**src/rtl/alu_bus_sequencer.sv**
```systemverilog
// Sequences the shared tri-state ALU result bus: one driver enable per operation, then a turnaround cycle.
// Build option ALU_BUS_TIMEOUT_EN bounds WAIT to TIMEOUT cycles and reports an error result instead.
module alu_bus_sequencer #(
    parameter int WIDTH   = 32,
    parameter int NUM_SRC = 4,
    parameter int SEL_W   = 2,
    parameter int TIMEOUT = 16
) (
    input  logic               clk,
    input  logic               rst_n,
    input  logic               op_valid,
    output logic               op_ready,
    input  logic [SEL_W-1:0]   op_src,
    input  logic [NUM_SRC-1:0] src_done,
    output logic [NUM_SRC-1:0] bus_en,
    input  logic [WIDTH-1:0]   bus,
    output logic               res_valid,
    input  logic               res_ready,
    output logic [WIDTH-1:0]   res_data,
    output logic               res_zero,
    output logic               res_neg,
    output logic               res_err,
    output logic [1:0]         dbg_state
);
    localparam int NSEL = 1 << SEL_W;

    typedef enum logic [1:0] {IDLE, WAIT, DRIVE, TURN} state_t;

    state_t             state_q, state_d;
    logic [SEL_W-1:0]   sel_q, sel_d;
    logic [NUM_SRC-1:0] bus_en_q, bus_en_d;
    logic               res_valid_q, res_valid_d;
    logic [WIDTH-1:0]   res_data_q, res_data_d;
    logic               res_zero_q, res_zero_d;
    logic               res_neg_q, res_neg_d;
    logic               res_err_q, res_err_d;
    logic [NSEL-1:0]    src_ok_mask;
    logic               accept;
    logic               src_ok;
    logic               sel_done;
    logic               timed_out;

`ifdef ALU_BUS_TIMEOUT_EN
    localparam int CNT_W = $clog2(TIMEOUT + 1);
    logic [CNT_W-1:0] cnt_q, cnt_d;

    // Counter is zero in every non-WAIT cycle, so it is already clear on WAIT entry.
    always_comb begin
        cnt_d     = (state_q == WAIT) ? cnt_q + 1'b1 : '0;
        timed_out = (cnt_q == CNT_W'(TIMEOUT - 1)) && !sel_done;
    end
`else
    assign timed_out = 1'b0;
`endif

    always_comb begin
        for (int i = 0; i < NSEL; i++) begin
            src_ok_mask[i] = (i < NUM_SRC);
        end
    end

    assign op_ready = rst_n && (state_q == IDLE) && !res_valid_q;
    assign accept   = op_valid && op_ready;
    assign src_ok   = src_ok_mask[op_src];
    assign sel_done = src_done[sel_q];

    always_ff @(posedge clk or negedge rst_n) begin
        if (!rst_n) begin
            state_q     <= IDLE;
            sel_q       <= '0;
            bus_en_q    <= '0;
            res_valid_q <= 1'b0;
            res_data_q  <= '0;
            res_zero_q  <= 1'b0;
            res_neg_q   <= 1'b0;
            res_err_q   <= 1'b0;
`ifdef ALU_BUS_TIMEOUT_EN
            cnt_q       <= '0;
`endif
        end else begin
            state_q     <= state_d;
            sel_q       <= sel_d;
            bus_en_q    <= bus_en_d;
            res_valid_q <= res_valid_d;
            res_data_q  <= res_data_d;
            res_zero_q  <= res_zero_d;
            res_neg_q   <= res_neg_d;
            res_err_q   <= res_err_d;
`ifdef ALU_BUS_TIMEOUT_EN
            cnt_q       <= cnt_d;
`endif
        end
    end

    always_comb begin
        state_d = state_q;
        case (state_q)
            IDLE:    if (accept) state_d = src_ok ? WAIT : TURN;
            WAIT: begin
                if (sel_done)       state_d = DRIVE;
                else if (timed_out) state_d = TURN;
            end
            DRIVE:   state_d = TURN;
            TURN:    state_d = IDLE;
            default: state_d = IDLE;
        endcase
    end

    // Enable is registered and only set on the WAIT->DRIVE edge, so it is low in TURN.
    always_comb begin
        sel_d       = sel_q;
        bus_en_d    = '0;
        res_valid_d = res_valid_q;
        res_data_d  = res_data_q;
        res_zero_d  = res_zero_q;
        res_neg_d   = res_neg_q;
        res_err_d   = res_err_q;
        if (res_valid_q && res_ready) res_valid_d = 1'b0;
        case (state_q)
            IDLE: begin
                if (accept) begin
                    sel_d = op_src;
                    if (!src_ok) begin
                        res_valid_d = 1'b1;
                        res_err_d   = 1'b1;
                        res_data_d  = '0;
                        res_zero_d  = 1'b1;
                        res_neg_d   = 1'b0;
                    end
                end
            end
            WAIT: begin
                if (sel_done) begin
                    bus_en_d = NUM_SRC'(1) << sel_q;
                end else if (timed_out) begin
                    res_valid_d = 1'b1;
                    res_err_d   = 1'b1;
                    res_data_d  = '0;
                    res_zero_d  = 1'b1;
                    res_neg_d   = 1'b0;
                end
            end
            DRIVE: begin
                res_valid_d = 1'b1;
                res_data_d  = bus;
                res_zero_d  = (bus == '0);
                res_neg_d   = bus[WIDTH-1];
                res_err_d   = 1'b0;
            end
            default: ;
        endcase
    end

    assign bus_en    = bus_en_q;
    assign res_valid = res_valid_q;
    assign res_data  = res_data_q;
    assign res_zero  = res_zero_q;
    assign res_neg   = res_neg_q;
    assign res_err   = res_err_q;
    assign dbg_state = state_q;
endmodule

```
**config.mk**
```make
export PLATFORM = sky130hd
export DESIGN_NAME = alu_bus_sequencer
export DESIGN_NICKNAME = d
export VERILOG_FILES = /design/src/rtl/alu_bus_sequencer.sv
export SDC_FILE = /design/constraint.sdc
export NUM_CORES = 1
export LEC_CHECK = 0
export CAP_MARGIN = 20
export CORE_MARGIN = 8
export CORE_UTILIZATION = 43
export DETAILED_ROUTE_END_ITERATION = 12
export GPL_ROUTABILITY_DRIVEN = 0
export GPL_TIMING_DRIVEN = 0
export PLACE_DENSITY = 0.84
export SKIP_CTS_REPAIR_TIMING = 1
export SYNTH_ARGS = -nofsm -noshare
export SYNTH_HDL_FRONTEND = slang
export SYNTH_SLANG_ARGS = --single-unit
```
**constraint.sdc**
```tcl
create_clock -name clk -period 3.3 [get_ports clk]
set_input_delay 0.66 -clock clk [delete_from_list [all_inputs] [get_ports clk]]
set_output_delay 0.66 -clock clk [all_outputs]
set_load 0.01 [all_outputs]
```
== Yosys cells after proc, flatten, opt, wreduce, memory -nomap -nowiden ==
Index checks and enable logic that the tools add are counted.

* Register bits after elaboration: 44
* Output and inout bits: 43
* Bits in latches: 0
* RAM bits: 0
* Word-level logic and storage cells: 52
* Memory bits (read-only): 0
* Memories: 0
* Input port bits: 42

* Shift-type cells: 1
* Reductions and logical operators: 11
* Multiplexer cells: 24
* Divide/modulo/power cells: 0
* Add/subtract/negate cells: 0
* $mul: 0
* Equal/unequal tests: 6
* $lt $le $gt $ge: 2
* Bitwise operators: 0

{| class="wikitable"
|+ Operators with widths
! cell !! number
|-
| $mux 32 || 2
|-
| $pmux 32 s2 || 1
|-
| $logic_not 32->1 || 1
|-
| $mux 1 || 9
|-
| $mux 4 || 2
|-
| $pmux 1 s2 || 4
|-
| $pmux 2 s4 || 1
|-
| $lt 2x3->1 const B || 2
|-
| $mux 2 || 3
|-
| $ne 2x2->1 const B || 3
|-
| $bmux 1 s2 || 2
|-
| $eq 2x2->1 const B || 2
|-
| $logic_and 1x1->1 || 4
|-
| $reduce_and 2->1 || 2
|-
| $shl 1x2->4 const A || 1
|-
| $reduce_and 3->1 || 1
|-
| $eq 2x1->1 const B || 1
|-
| $logic_not 2->1 || 1
|-
| $reduce_bool 2->1 || 1
|-
| $logic_not 1->1 || 1
|}

== Depth between registers and ports, before layout ==
Gate-level depths: netlist of run 1.

* Depth in word-level cells: 6
* Gate-level depth with buffers: 6
* Depth with buffers taken out: 5

== Worst setup path after synthesis of run 1 ==
Ideal clock, no wire load.

* Path type: input-to-reg
* From: input port src_done[3]
* To: register state_q[1] (netlist: dbg_state[1])
* Slack: 1610 ps
* Data required time: 3175 ps
* Data arrival time: 1565 ps
* Buffers on the path: 0
* Stages on the path: 3
* Cells stage by stage: mux4_2 > a2bb2oi_2 > mux2_4

* Longest elaborated chain between the ends: 4

{| class="wikitable"
|+ RTL lines
! element !! RTL line !! text
|-
| start, declared || 14 || <nowiki>input logic [NUM_SRC-1:0] src_done,</nowiki>
|-
| $bmux 1 s2 || 65 || <nowiki>assign sel_done = src_done[sel_q];</nowiki>
|-
| $mux 1 (not written as such) || 65 ||
|-
| $ne 2x2->1 (no line) || n/a ||
|-
| $reduce_and 2->1 (no line) || n/a ||
|-
| end signal, assigned || 81 || <nowiki>state_q <= state_d;</nowiki>
|-
| end, declared || 29 || <nowiki>state_t state_q, state_d;</nowiki>
|}

Every way passes these cells. The select of a mux whose other input is x is not followed.
A chain may end at the register's enable or synchronous reset.

== Worst setup path after layout of run 1 ==
* From: input port rst_n
* To: output port op_ready

* Longest elaborated chain between the ends: 2

{| class="wikitable"
|+ RTL lines
! element !! RTL line !! text
|-
| start, declared || 10 || <nowiki>input logic rst_n,</nowiki>
|-
| $logic_and 1x1->1 (2 in series) || 62 || <nowiki>assign op_ready = rst_n && (state_q == IDLE) && !res_valid_q;</nowiki>
|-
| end, declared || 12 || <nowiki>output logic op_ready,</nowiki>
|}

Every way passes these cells.

==> impl_metrics.py, run 1 <==
metrics = {
    "outcome": {
        "outcome": "finished clean",
    },
    "placement": {
        "port_buffers": 84,
        "dp.final_hpwl_um": 4100,
    },
    "cts": {
        "cts_max_level": 2,
        "root_buffer": "clkbuf_8",
        "cts_tree": "built",
        "path_clk_slew_ps": 70,
        "cts_made_buffers": 5,
        "clock_latency_ps": 290,
        "cts.sinks": 43,
        "cts_max_path_buffers": 2,
    },
    "grt": {
        "grt_usage_pct": 16.5,
        "antenna_found_initial": 0,
        "first_global_vias": 1603,
        "grt_pass1_wl_um": 8040,
        "grt_max_degree": 33,
        "gr-total-overflow": 0,
    },
    "layout": {
        "fillers": 274,
        "layout_commonest_cell": "clkdlybuf4s50_1",
        "num_antenna_cells": 0,
        "drive_above_1_share_pct": 25.7,
        "fin_util_pct": 70.4,
        "final_cell_mix": "clkdlybuf4s50_1, dfrtp_1, mux2_2",
        "area_growth_pct": 58.8,
        "final_nets": 254,
    },
    "setup_path": {
        "path_cells": "buf_2, buf_12, nand2_1, nor2_1, clkdlybuf4s50_1",
        "worstSetupPathType": "in -> out",
        "worstSetupStartpointType": "input port",
        "crit_required_ps": 2640,
        "crit_path_end_kind": "output port",
        "worstPathArrival_ps": 1910,
        "r2r_slack_ps": 1440,
        "path_max_fanout": 32,
        "cp_slowest_cell": "clkdlybuf4s50_1",
        "slowest_delay_ps": 540,
    },
    "timing": {
        "clock.fmax_mhz": 389,
        "clock-skew-final_ps": 4.77,
        "post-route-min-period_ps": 2570,
        "slew_viol_final": 0,
        "hold_viol": 0,
        "period_share_pct": 77.9,
        "finalSetupTns_ps": 0,
        "rsz0062_at_grt": "no",
        "worst_pin_slew_ps": 519,
        "slew_headroom_pct": 65.4,
        "setup_viol": 0,
    },
    "logic_synthesis": {
        "syn-num-nets": 162,
        "synth.area.mux_share_pct": 23.9,
        "syn-instance-count": 117,
        "yosys.area_share.adder_pct": 2.13,
        "ys.warnings.count": 0,
        "synth_area_per_cell_um2": 15.1,
        "synth_top_family_by_area": "multiplexers",
        "synth_seq_cells": 43,
        "yosys.area_share.xor_xnor_pct": 0,
        "synthSimpleGateAreaFrac_pct": 8.31,
        "synth_area_leaders": "dfrtp_1, mux2_2, ha_1",
        "synth.distinct_cells": 25,
        "synth.largest_area_cell": "dfrtp_1",
        "synth_compound_gate_area_share_pct": 2.27,
        "ys_seq_area_share_pct": 61.1,
        "netlist.area_leader.share_pct": 61.1,
        "synth_area_mm2": 0.00176,
    },
    "floorplan": {
        "die-height_um": 80.0,
        "die_w_um": 80.0,
        "die_area_mm2": 0.00640,
        "core-area_mm2": 0.00397,
        "fp-row-count": 23,
        "initial_core_util_pct": 44.4,
        "io_pins": 85,
    },
    "detailed_routing": {
        "vias_per_cell": 5.04,
        "first_pass_iters": 3,
        "vias": 1311,
        "drc": 0,
        "drt_iter0_markers": 38,
        "drt_wl_total_um": 4970,
        "wl_per_cell_um": 19.1,
        "ant_nets": 0,
    },
    "job": {
        "cap_violations": 0,
    },
    "min_path": {
        "min_path_type": "in -> async",
    },
    "power": {
        "p_leak_nw": 1.17,
        "p_per_area_mw_per_mm2": 939,
        "irDropWorstVdd_v": 0.000509,
    },
}
-- registers in the layout, indices dropped and copies added, names as in the netlist --
| name | cells |
|---|---|
| res_data | 31 |
| dbg_state | 2 |
| res_zero | 1 |
| sel_q | 2 |
| bus_en | 4 |
| res_valid | 1 |
| res_neg | 1 |
| res_err | 1 |
-- critical path, delay by kind of cell --
family | cells | cell delay [ps]
simple gates | 2 | 150
buf+inv | 3 | 1090
-- cell usage after synthesis (all sizes together) --
library cell  count
a21o              1
a2bb2oi           1
and4              1
and4b             1
buf               5
dfrtp            43
ha                3
inv               4
mux2             35
mux4              1
nand2             2
nand2b            1
nand4             2
nand4b            1
nor2              3
nor2b             1
nor3              1
nor4              6
nor4b             2
o31ai             1
o32a              1
or3               1
-- worst paths after layout --
path | start | endpoint | cells past startpoint
worst max-delay path | rst_n | op_ready | 5
worst min-delay path | rst_n | bus_en[3] | 1
worst max register to register | dbg_state[0] | res_data[4] | 5
worst min register to register | res_zero | res_zero | 2
max in group asynchronous | rst_n | res_data[4] | 2
min in group clk | res_zero | res_zero | 2
-- power breakdown --
| part | total (W) | switching [W] | internal (W) | leakage (nW) |
|---|---|---|---|---|
| Sequential | 0.000924 | 0.000152 | 0.000771 | 0.519 |
| Clock | 0.000418 | 0.000173 | 0.000245 | 0.0612 |
| Combinational | 0.00129 | 0.000486 | 0.000799 | 0.593 |
| Total | 0.00263 | 0.000812 | 0.00182 | 1.17 |
-- layout make-up --
class                      count  area, um^2  area share (%)
buffer                         5        26.3           0.939
clock buffer                   6        82.6            2.95
clock inverter                 2        35.0            1.25
inverter                       4        15.0           0.537
multi-input combinational     65         644            23.0
sequential                    43        1080            38.5
tap                           50        62.6            2.24
timing repair buffer          85         856            30.6
-- through the flow --
step | area (um^2) | hold WS [ps] | power (W) | cells | worst slack [ps]
after global routing | 2800 | 269 | 0.00280 | 260 | 542
after global placement | 2670 | 474 | 0.00216 | 251 | -657
after CTS | 2800 | 263 | 0.00266 | 260 | 683
after floorplan | 1760 | 364 | 0.00154 | 117 | 1610
final | 2800 | 268 | 0.00263 | 260 | 729
after detailed placement | 2680 | 484 | 0.00224 | 252 | 686
-- cell families (layout without fill, tap and decap cells) --
logic type	count (synthesis)	after routing
compound gates	4	4
fa+ha+maj	3	3
buf+inv	9	102
flops	43	43
mux	36	36
simple gates	22	22
-- layer usage --
layer / GRT usage (%) / share of wire [%]
met5: 0 / 0
met4: 6.00 / 2.0
met3: 10.7 / 13
met2: 27.2 / 49
met1: 16.3 / 35
(Power assumes the default switching activity.)
==> run 2: changes to the inputs <==
--- a/config.mk
+++ b/config.mk
@@ -7,11 +7,11 @@
 export LEC_CHECK = 0
 export CAP_MARGIN = 20
 export CORE_MARGIN = 8
-export CORE_UTILIZATION = 43
+export CORE_UTILIZATION = 40
 export DETAILED_ROUTE_END_ITERATION = 12
 export GPL_ROUTABILITY_DRIVEN = 0
 export GPL_TIMING_DRIVEN = 0
-export PLACE_DENSITY = 0.84
+export PLACE_DENSITY = 0.79
 export SKIP_CTS_REPAIR_TIMING = 1
 export SYNTH_ARGS = -nofsm -noshare
 export SYNTH_HDL_FRONTEND = slang
==> constraint.sdc (replaced) <==
create_clock -name clk -period 2.45 [get_ports clk]
set_input_delay 0.49 -clock clk [delete_from_list [all_inputs] [get_ports clk]]
set_output_delay 0.49 -clock clk [all_outputs]
set_load 0.01 [all_outputs]
==> run 2 against run 1 <==
  * Count of clock-buffer cells in the layout unchanged
  * Critical endpoint unchanged
  * Critical path type is now reg -> out
  * Register-to-register slack worse by 820 ps
  * Clock power up 5.0%
  * Largest cell class unchanged
  * First-iteration DRC count down 29%
  * Sequential share of layout area up 0.38 points
  * Critical path depth unchanged
  * Sequential cell count unchanged
  * Hold slack worse by 190 ps
==> impl_metrics.py, run 2 (synthesis gave the netlist of run 1 again) <==
metrics = {
    "timing": {
        "worst_pin_slew_ps": 507,
        "hold_viol": 0,
        "worst_hold_slack_ps": 76.1,
        "post-route-min-period_ps": 2250,
        "clock.fmax_mhz": 445,
        "setup_viol": 0,
        "slew_headroom_pct": 66.2,
        "timing.final.ws_setup_ps": 200,
        "clock-skew-final_ps": 3.18,
        "period_share_pct": 91.8,
        "rsz0062_at_grt": "no",
        "slew_viol_final": 0,
    },
    "setup_path": {
        "r2r_slack_ps": 620,
        "r2r_cells": 5,
        "rr_endpoint": "res_data[3]",
        "r2r_start": "dbg_state[0]",
        "slowest_delay_ps": 540,
        "crit_path_end_kind": "output port",
        "worstSetupPathType": "reg -> out",
        "worstSetupStartpointType": "flip-flop",
        "cp_slowest_cell": "clkdlybuf4s50_1",
        "path_cells": "inv_1, ha_1, nand2_1, nor2_1, clkdlybuf4s50_1",
        "worstPathArrival_ps": 1760,
        "path_max_fanout": 4,
        "crit_required_ps": 1960,
    },
    "floorplan": {
        "io_pins": 85,
        "initial_core_util_pct": 41.0,
        "die_area_mm2": 0.00678,
        "die_w_um": 82.4,
        "core-area_mm2": 0.00429,
        "fp-row-count": 24,
        "die-height_um": 82.4,
    },
    "grt": {
        "grt_usage_pct": 15.6,
        "first_global_vias": 1574,
        "gr-total-overflow": 0,
        "antenna_found_initial": 0,
        "grt_max_degree": 35,
        "grt_pass1_wl_um": 7840,
    },
    "detailed_routing": {
        "vias_per_cell": 5.11,
        "drt_iter0_markers": 27,
        "first_pass_iters": 4,
        "drc": 0,
        "drt_wl_total_um": 4930,
        "ant_nets": 0,
        "wl_per_cell_um": 18.9,
        "vias": 1333,
    },
    "layout": {
        "layout_commonest_cell": "clkdlybuf4s50_1",
        "num_antenna_cells": 0,
        "area_growth_pct": 57.2,
        "multi_input_area_um2": 644,
        "final_nets": 254,
        "fillers": 318,
        "drive_above_1_share_pct": 25.4,
        "final_cell_mix": "clkdlybuf4s50_1, dfrtp_1, mux2_2",
        "largest_reg_flops": 31,
        "final_cells": 261,
        "register_area_mm2": 0.00108,
    },
    "cts": {
        "cts_max_level": 2,
        "clock_latency_ps": 290,
        "path_clk_slew_ps": 70,
        "cts_max_path_buffers": 2,
        "root_buffer": "clkbuf_8",
        "cts_made_buffers": 5,
        "cts_tree": "built",
        "cts.sinks": 43,
    },
    "min_path": {
        "min_path_type": "in -> async",
    },
    "power": {
        "p_comb_share_pct": 50.5,
        "swShare_pct": 31.6,
        "clockPowerShare_pct": 12.9,
        "intPower_w": 0.00234,
        "power.switching_w": 0.00108,
        "p_leak_nw": 1.16,
        "irDropWorstVdd_v": 0.000712,
        "p_per_area_mw_per_mm2": 1230,
        "seq_power_share_pct": 36.6,
    },
    "placement": {
        "dp.cells": 254,
        "dp.final_hpwl_um": 4070,
        "port_buffers": 84,
        "post-place-ws_ps": 206,
    },
    "job": {
        "cap_violations": 0,
    },
    "outcome": {
        "outcome": "finished clean",
    },
}
-- run 2: changes by cell type in the layout (fill, tap and decap cells not counted), sizes merged --
cell and delta:
bufinv -1
-- run 2: how the worst max path moves through the flow --
stage                     slack (ps)          end  cells after the start          from
after floorplan                  840  res_data[0]                      5  dbg_state[0]
after global placement         -1210     op_ready                      4         rst_n
after detailed placement         210     op_ready                      5         rst_n
after CTS                        180     op_ready                      5  dbg_state[1]
after global routing              70     op_ready                      5  dbg_state[1]
final                            200     op_ready                      5  dbg_state[1]
-- run 2: power by group through the flow --
stage | Sequential [W] | Clock, W | Combinational (W)
after floorplan | 0.00137 | 0 | 0.000704
after global placement | 0.00122 | 0 | 0.00170
after detailed placement | 0.00126 | 0 | 0.00175
after CTS | 0.00125 | 0.000456 | 0.00176
after global routing | 0.00129 | 0.000488 | 0.00185
final | 0.00125 | 0.000439 | 0.00173
-- run 2: per-layer routing --
layer,up-vias,wire length [um],global-route usage [%]
met5,-,0,0
li1,606,-,-
met4,0,82,5.44
met1,648,1820,16.7
met2,72,2300,24.7
met3,7,732,9.74
-- run 2: layout make-up --
| class | count | share of cell area (%) |
|---|---|---|
| flip-flops and latches | 43 | 38.8 |
| repair buffers | 85 | 30.9 |
| multi-input cells | 65 | 23.3 |
| clock buffers | 6 | 2.98 |
| well taps | 52 | 2.35 |
| plain buffers | 5 | 0.949 |
| inverters | 4 | 0.542 |
| clock inverters | 1 | 0.181 |
-- run 2: critical path, delay by kind of cell (launching register included) --
kind	cells	cell delay [ps]
buf+inv	2	640
flops	1	430
fa+ha+maj	1	250
simple gates	2	150
-- run 2: metrics by stage --
stage	total power, W	setup TNS [ps]	cell area (um^2)	util (%)
2_1_floorplan	0.00207	0	1760	-
6_report	0.00341	0	2770	64.5
4_1_cts	0.00347	0	2770	64.5
3_5_place_dp	0.00301	0	2680	62.5
3_3_place_gp	0.00292	-13710	2670	62.1
5_1_grt	0.00363	0	2770	64.5
==> run 3: changes to the inputs <==
--- a/config.mk
+++ b/config.mk
@@ -13,6 +13,7 @@
 export GPL_TIMING_DRIVEN = 0
 export PLACE_DENSITY = 0.79
 export SKIP_CTS_REPAIR_TIMING = 1
+export SKIP_LAST_GASP = 1
 export SYNTH_ARGS = -nofsm -noshare
 export SYNTH_HDL_FRONTEND = slang
 export SYNTH_SLANG_ARGS = --single-unit
==> results of run 3 <==
No change in the layout: final DEF, timing and power equal those of run 2.
